`src/rtl/dm_access_arbiter_pkg.sv`:
```
// Shared types and constants for the data-memory access arbiter.
package dm_arb_pkg;

  typedef enum logic {
    IDLE   = 1'b0,
    ACCESS = 1'b1
  } dm_state_e;

  localparam int   DM_WORDS_DEFAULT = 1024;
  localparam logic PORT_CPU         = 1'b0;
  localparam logic PORT_AUX         = 1'b1;

  typedef struct packed {
    logic        we;
    logic [31:0] addr;
    logic [31:0] wdata;
    logic        port;
  } dm_req_t;

endpackage

```
`src/rtl/dm_access_arbiter_rr.sv`:
```
// Two-way pick between the CPU and AUX ports; round-robin or fixed priority.
module rr_arbiter2
  import dm_arb_pkg::*;
#(
  parameter int FIXED_PRIO = 0
) (
  input  logic       clk,
  input  logic       reset,
  input  logic [1:0] req,
  input  logic       accept,
  output logic [1:0] gnt,
  output logic       win
);

  logic last_q;

  // On a conflict the port that did not win last time goes first.
  always_comb begin
    win = PORT_CPU;
    if (req == 2'b10)      win = PORT_AUX;
    else if (req == 2'b11) win = (FIXED_PRIO != 0) ? PORT_CPU : ~last_q;
  end

  assign gnt = {accept & win, accept & ~win};

  always_ff @(posedge clk) begin
    if (!reset)      last_q <= PORT_AUX;
    else if (accept) last_q <= win;
  end

endmodule

```
`src/rtl/dm_access_arbiter.sv`:
```
// Sequences one data-memory transaction at a time from two requesters.
// Optional DM_ARB_TRACE_EN prints every committed in-range write.
module dm_access_arbiter
  import dm_arb_pkg::*;
#(
  parameter int DM_WORDS   = DM_WORDS_DEFAULT,
  parameter int FIXED_PRIO = 0
) (
  input  logic        clk,
  input  logic        reset,
  input  logic        req0,
  input  logic        req1,
  input  logic        we0,
  input  logic        we1,
  input  logic [31:0] addr0,
  input  logic [31:0] addr1,
  input  logic [31:0] wdata0,
  input  logic [31:0] wdata1,
  output logic        gnt0,
  output logic        gnt1,
  output logic        rvalid0,
  output logic        rvalid1,
  output logic [31:0] rdata0,
  output logic [31:0] rdata1,
  output logic        err0,
  output logic        err1,
  output logic [31:0] mem_addr,
  output logic [31:0] mem_wdata,
  output logic        mem_we,
  output logic        mem_re,
  input  logic [31:0] mem_rdata
);

  localparam logic [32:0] ADDR_LIMIT = 33'(DM_WORDS) * 33'd4;

  dm_state_e   state_q;
  dm_req_t     req_q, req_d;
  logic [1:0]  rvalid_q, err_q, gnt;
  logic [31:0] rdata0_q, rdata1_q, rd_cap;
  logic        accept, win, in_range, access;

  // Reset low gates the grant and the memory strobes in the same cycle so a
  // transaction cut by reset never touches the memory.
  assign accept   = reset && (state_q == IDLE) && (req0 || req1);
  assign in_range = {1'b0, req_q.addr} < ADDR_LIMIT;
  assign access   = reset && (state_q == ACCESS) && in_range;
  assign rd_cap   = in_range ? mem_rdata : '0;

  rr_arbiter2 #(.FIXED_PRIO(FIXED_PRIO)) u_arb (
    .clk    (clk),
    .reset  (reset),
    .req    ({req1, req0}),
    .accept (accept),
    .gnt    (gnt),
    .win    (win)
  );

  always_comb begin
    req_d = req_q;
    if (accept) begin
      req_d.port  = win;
      req_d.we    = win ? we1    : we0;
      req_d.addr  = win ? addr1  : addr0;
      req_d.wdata = win ? wdata1 : wdata0;
    end
  end

  always_ff @(posedge clk) begin
    if (!reset) begin
      state_q  <= IDLE;
      req_q    <= '0;
      rvalid_q <= '0;
      err_q    <= '0;
      rdata0_q <= '0;
      rdata1_q <= '0;
    end else begin
      rvalid_q <= '0;
      err_q    <= '0;
      case (state_q)
        IDLE: if (accept) begin
          state_q <= ACCESS;
          req_q   <= req_d;
        end
        ACCESS: begin
          state_q               <= IDLE;
          rvalid_q[req_q.port]  <= 1'b1;
          err_q[req_q.port]     <= ~in_range;
          // In-range writes leave the port's read data untouched.
          if (!in_range || !req_q.we) begin
            if (req_q.port == PORT_AUX) rdata1_q <= rd_cap;
            else                        rdata0_q <= rd_cap;
          end
        end
      endcase
    end
  end

  assign gnt0      = gnt[0];
  assign gnt1      = gnt[1];
  assign rvalid0   = rvalid_q[0];
  assign rvalid1   = rvalid_q[1];
  assign err0      = err_q[0];
  assign err1      = err_q[1];
  assign rdata0    = rdata0_q;
  assign rdata1    = rdata1_q;
  assign mem_addr  = {req_q.addr[31:2], 2'b00};
  assign mem_wdata = req_q.wdata;
  assign mem_we    = access & req_q.we;
  assign mem_re    = access & ~req_q.we;

`ifdef DM_ARB_TRACE_EN
  always @(posedge clk) if (mem_we) $display("*%h <= %h", mem_addr, mem_wdata);
`else
`endif

endmodule

```
`config.mk`:
```
export PLATFORM = sky130hd
export DESIGN_NAME = dm_access_arbiter
export DESIGN_NICKNAME = d
export VERILOG_FILES = /design/src/rtl/dm_access_arbiter_pkg.sv /design/src/rtl/dm_access_arbiter_rr.sv /design/src/rtl/dm_access_arbiter.sv
export SDC_FILE = /design/constraint.sdc
export NUM_CORES = 1
export LEC_CHECK = 0
export CORE_MARGIN = 1
export CORE_UTILIZATION = 43
export DETAILED_ROUTE_END_ITERATION = 12
export PLACE_DENSITY = 0.88
export SYNTH_ARGS = -nofsm -noshare
export SYNTH_HDL_FRONTEND = slang
export SYNTH_HIERARCHICAL = 1
export SYNTH_SLANG_ARGS = --single-unit
```
`constraint.sdc`:
```
create_clock -name clk -period 3.4 [get_ports clk]
set_input_delay 0.34 -clock clk [delete_from_list [all_inputs] [get_ports clk]]
set_output_delay 0.34 -clock clk [all_outputs]
set_load 0.05 [all_outputs]
```
==> flow_summary.ini <==
[run_status]
outcome = finished clean

[setup_path]
critical_path_class = register to output port
cp-end-kind = output port
worst-path-max-fanout = 7
crit_start = mem_addr[12]
ff2ff_setup_slack_ns = 1.44
rr_startpoint = mem_addr[12]
required_ns = 3.06
arrival_ns = 2.75
worstSetupStartpointType = register

[global_routing]
antenna_found_initial = 0
gr-total-overflow = 0
track_usage = 0.2354
grt_pass1_vias = 5119
grt_pass1_wl_microns = 25650
grt_max_degree = 99

[floorplanning]
start_util = 0.4472
die_h_microns = 117.5
io_pins = 302
die_x_microns = 117.5
core_sq_um = 12820
num_rows = 41
dieArea_sq_um = 13800

[route]
wl_per_cell_microns = 15.91
ant_nets = 0
wl_met1_microns = 6114
routed_wl_microns = 15960
dr_total_vias = 5152
wl_met3_microns = 1293
via_per_inst = 5.137
routed.top_layer = met4
drt_iter0_drc = 278
first_pass_iters = 4
dr_wl_met2_microns = 8138
drc = 0

[final_layout]
final_cells = 1003
antenna_cells = 0
finish.utilization = 0.6992
drive_gt1_frac = 0.06619
syn2layout_area_growth_pct = 56.35
fill_cells = 968
stdcell_area_sq_um = 8967
nets = 984

[power_and_ir_drop]
powerDensity_nw_per_um2 = 501.2
p_leak_nw = 3.225
power_mw = 4.494
peakVddDrop_mv = 0.2855

[synth]
async_reset_ff_frac = 0
synth-seq-cells = 134
synth_top_cell_by_area = dfxtp_1
synth_top_area_frac = 0.4677
synthesis.area_sq_um = 5736
synth_top_family_by_area = compound AO/OA/AOI/OAI gates
ys_types = 35
yosysWarnings = 6
synthXorXnorAreaFrac = 0
muxShareOfSynthArea = 0.1099
synth_compound_area_frac = 0.1837
synthSimpleGateAreaFrac = 0.09228
syn_inst = 605
avgSynthCellArea_sq_um = 9.480
synth_area_leaders = dfxtp_1 47%, mux2i_1 11%, buf_4 8.5%
ys_seq_area_frac = 0.4677
synthFlopType = dfxtp_1
synthAdderAreaFrac = 0
synth_edf_count = 0

[timing]
hold_viol = 0
fmax_ghz = 0.3239
grt_setup_unrepaired = false
fin_setup_tns_ns = 0
whs_ns = 0.4551
min_period_ns = 3.087
worst_pin_slew_ns = 0.7032
setup_viol_count_final = 0
post-route-period-util = 0.9080
max-slew-margin-rel = 0.5312
setup_ws_ns = 0.3128
finalClockSkew_ns = 0.007209
drv_slew = 0

[cts]
root_buffer = clkbuf_16
cts_resized = 0
clock-sinks = 134
cts_tree = built
ctsHoldBuffers = 0
cts-buffers-inserted = 17
htreeDepth = 4
clk_pin_slew_ns = 0.05
clock_path_buffers = 2
cts_setup_buffers = 0
clock_latency_ns = 0.41

[min_path]
hp-start = state_q
hold_class = register to register

[placement]
place_ws_ns = 0.7238
routabilityCongestion = 0.7730
dp_cells = 971
post_dp_cell_area_sq_um = 8339
dp_hpwl_microns = 11420
io_buffers = 295

[flow_run]
maxCapViolCount = 0
==> cell families (layout without fill, tap and decap cells) <==
| family | Yosys count | in the layout |
|---|---|---|
| DFF | 134 | 134 |
| other | 1 | 2 |
| and+or+nand+nor | 124 | 124 |
| buffers and inverters | 149 | 374 |
| AOI/OAI and AO/OA | 134 | 134 |
| muxes | 63 | 63 |
==> final cells by class <==
| class | count | area, sq um | area share |
|---|---|---|---|
| clock inverter | 11 | 147.6 | 0.01646 |
| sequential | 134 | 2684 | 0.2993 |
| clock buffer | 21 | 480.5 | 0.05358 |
| multi-input combinational | 323 | 2233 | 0.2491 |
| tap | 172 | 215.2 | 0.02400 |
| inverter | 35 | 131.4 | 0.01465 |
| timing repair buffer | 307 | 3075 | 0.3430 |
==> cell usage in the layout, fill, tap and decap left out, types with 3 or more instances in the layout <==
| master | instances |
|---|---|
| buf_12 | 3 |
| nand2_1 | 34 |
| clkbuf_8 | 4 |
| mux2i_1 | 63 |
| nor3_1 | 3 |
| nor2_1 | 69 |
| nand3_1 | 3 |
| buf_4 | 11 |
| bufinv_16 | 3 |
| o22ai_1 | 32 |
| clkbuf_16 | 17 |
| a32o_1 | 31 |
| dfxtp_1 | 133 |
| clkdlybuf4s50_1 | 293 |
| nor4_1 | 3 |
| inv_1 | 34 |
| a211oi_1 | 63 |
| clkinvlp_4 | 4 |
==> worst max-delay path, cell delays in order, from the launching register on <==
cell	delay (ns)
dfxtp_1	0.32
or4_1	0.57
nor2_4	0.21
and2_1	0.19
nor3b_1	0.19
clkdlybuf4s50_1	0.85
==> cells in the mapped netlist, drive strengths merged, types with 2 or more instances <==
library cell,instances
a32o,31
clkbuf,26
mux2i,63
a211oi,63
nor2,70
dfxtp,134
or4,2
nor4,3
inv,35
and2,2
nor3,4
nor3b,2
nand3,3
buf,88
nand2,34
o22ai,32
a21oi,2
==> path summary, 6_finish.rpt <==
| check | cells past startpoint | to |
|---|---|---|
| worst max register to register | 5 | rdata0[17] |
| worst max-delay path | 5 | mem_re |
| worst min-delay path | 1 | state_q |
| worst min register to register | 1 | state_q |
==> state kept, by name, summed over array words and instances, names as in the netlist <==
signal and count:
mem_addr 30, rvalid_q 2, err_q 2, u_arb/last_q 1
state_q 1, req_q 2, rdata1 32, mem_wdata 32
rdata0 32
==> where the power goes <==
part	internal, mW	switching, mW	total, mW
sequential	1.64	0.0441	1.69
clock	1.23	0.670	1.90
combinational	0.396	0.511	0.907
total	3.27	1.23	4.49
==> per-layer routing <==
metal | GRT usage | vias to the layer above
met2 | 0.4212 | 240
li1 | - | 2518
met4 | 0.1098 | 0
met5 | 0 | -
met1 | 0.2488 | 2358
met3 | 0.07752 | 36
Power figures use the tool's default switching activity.
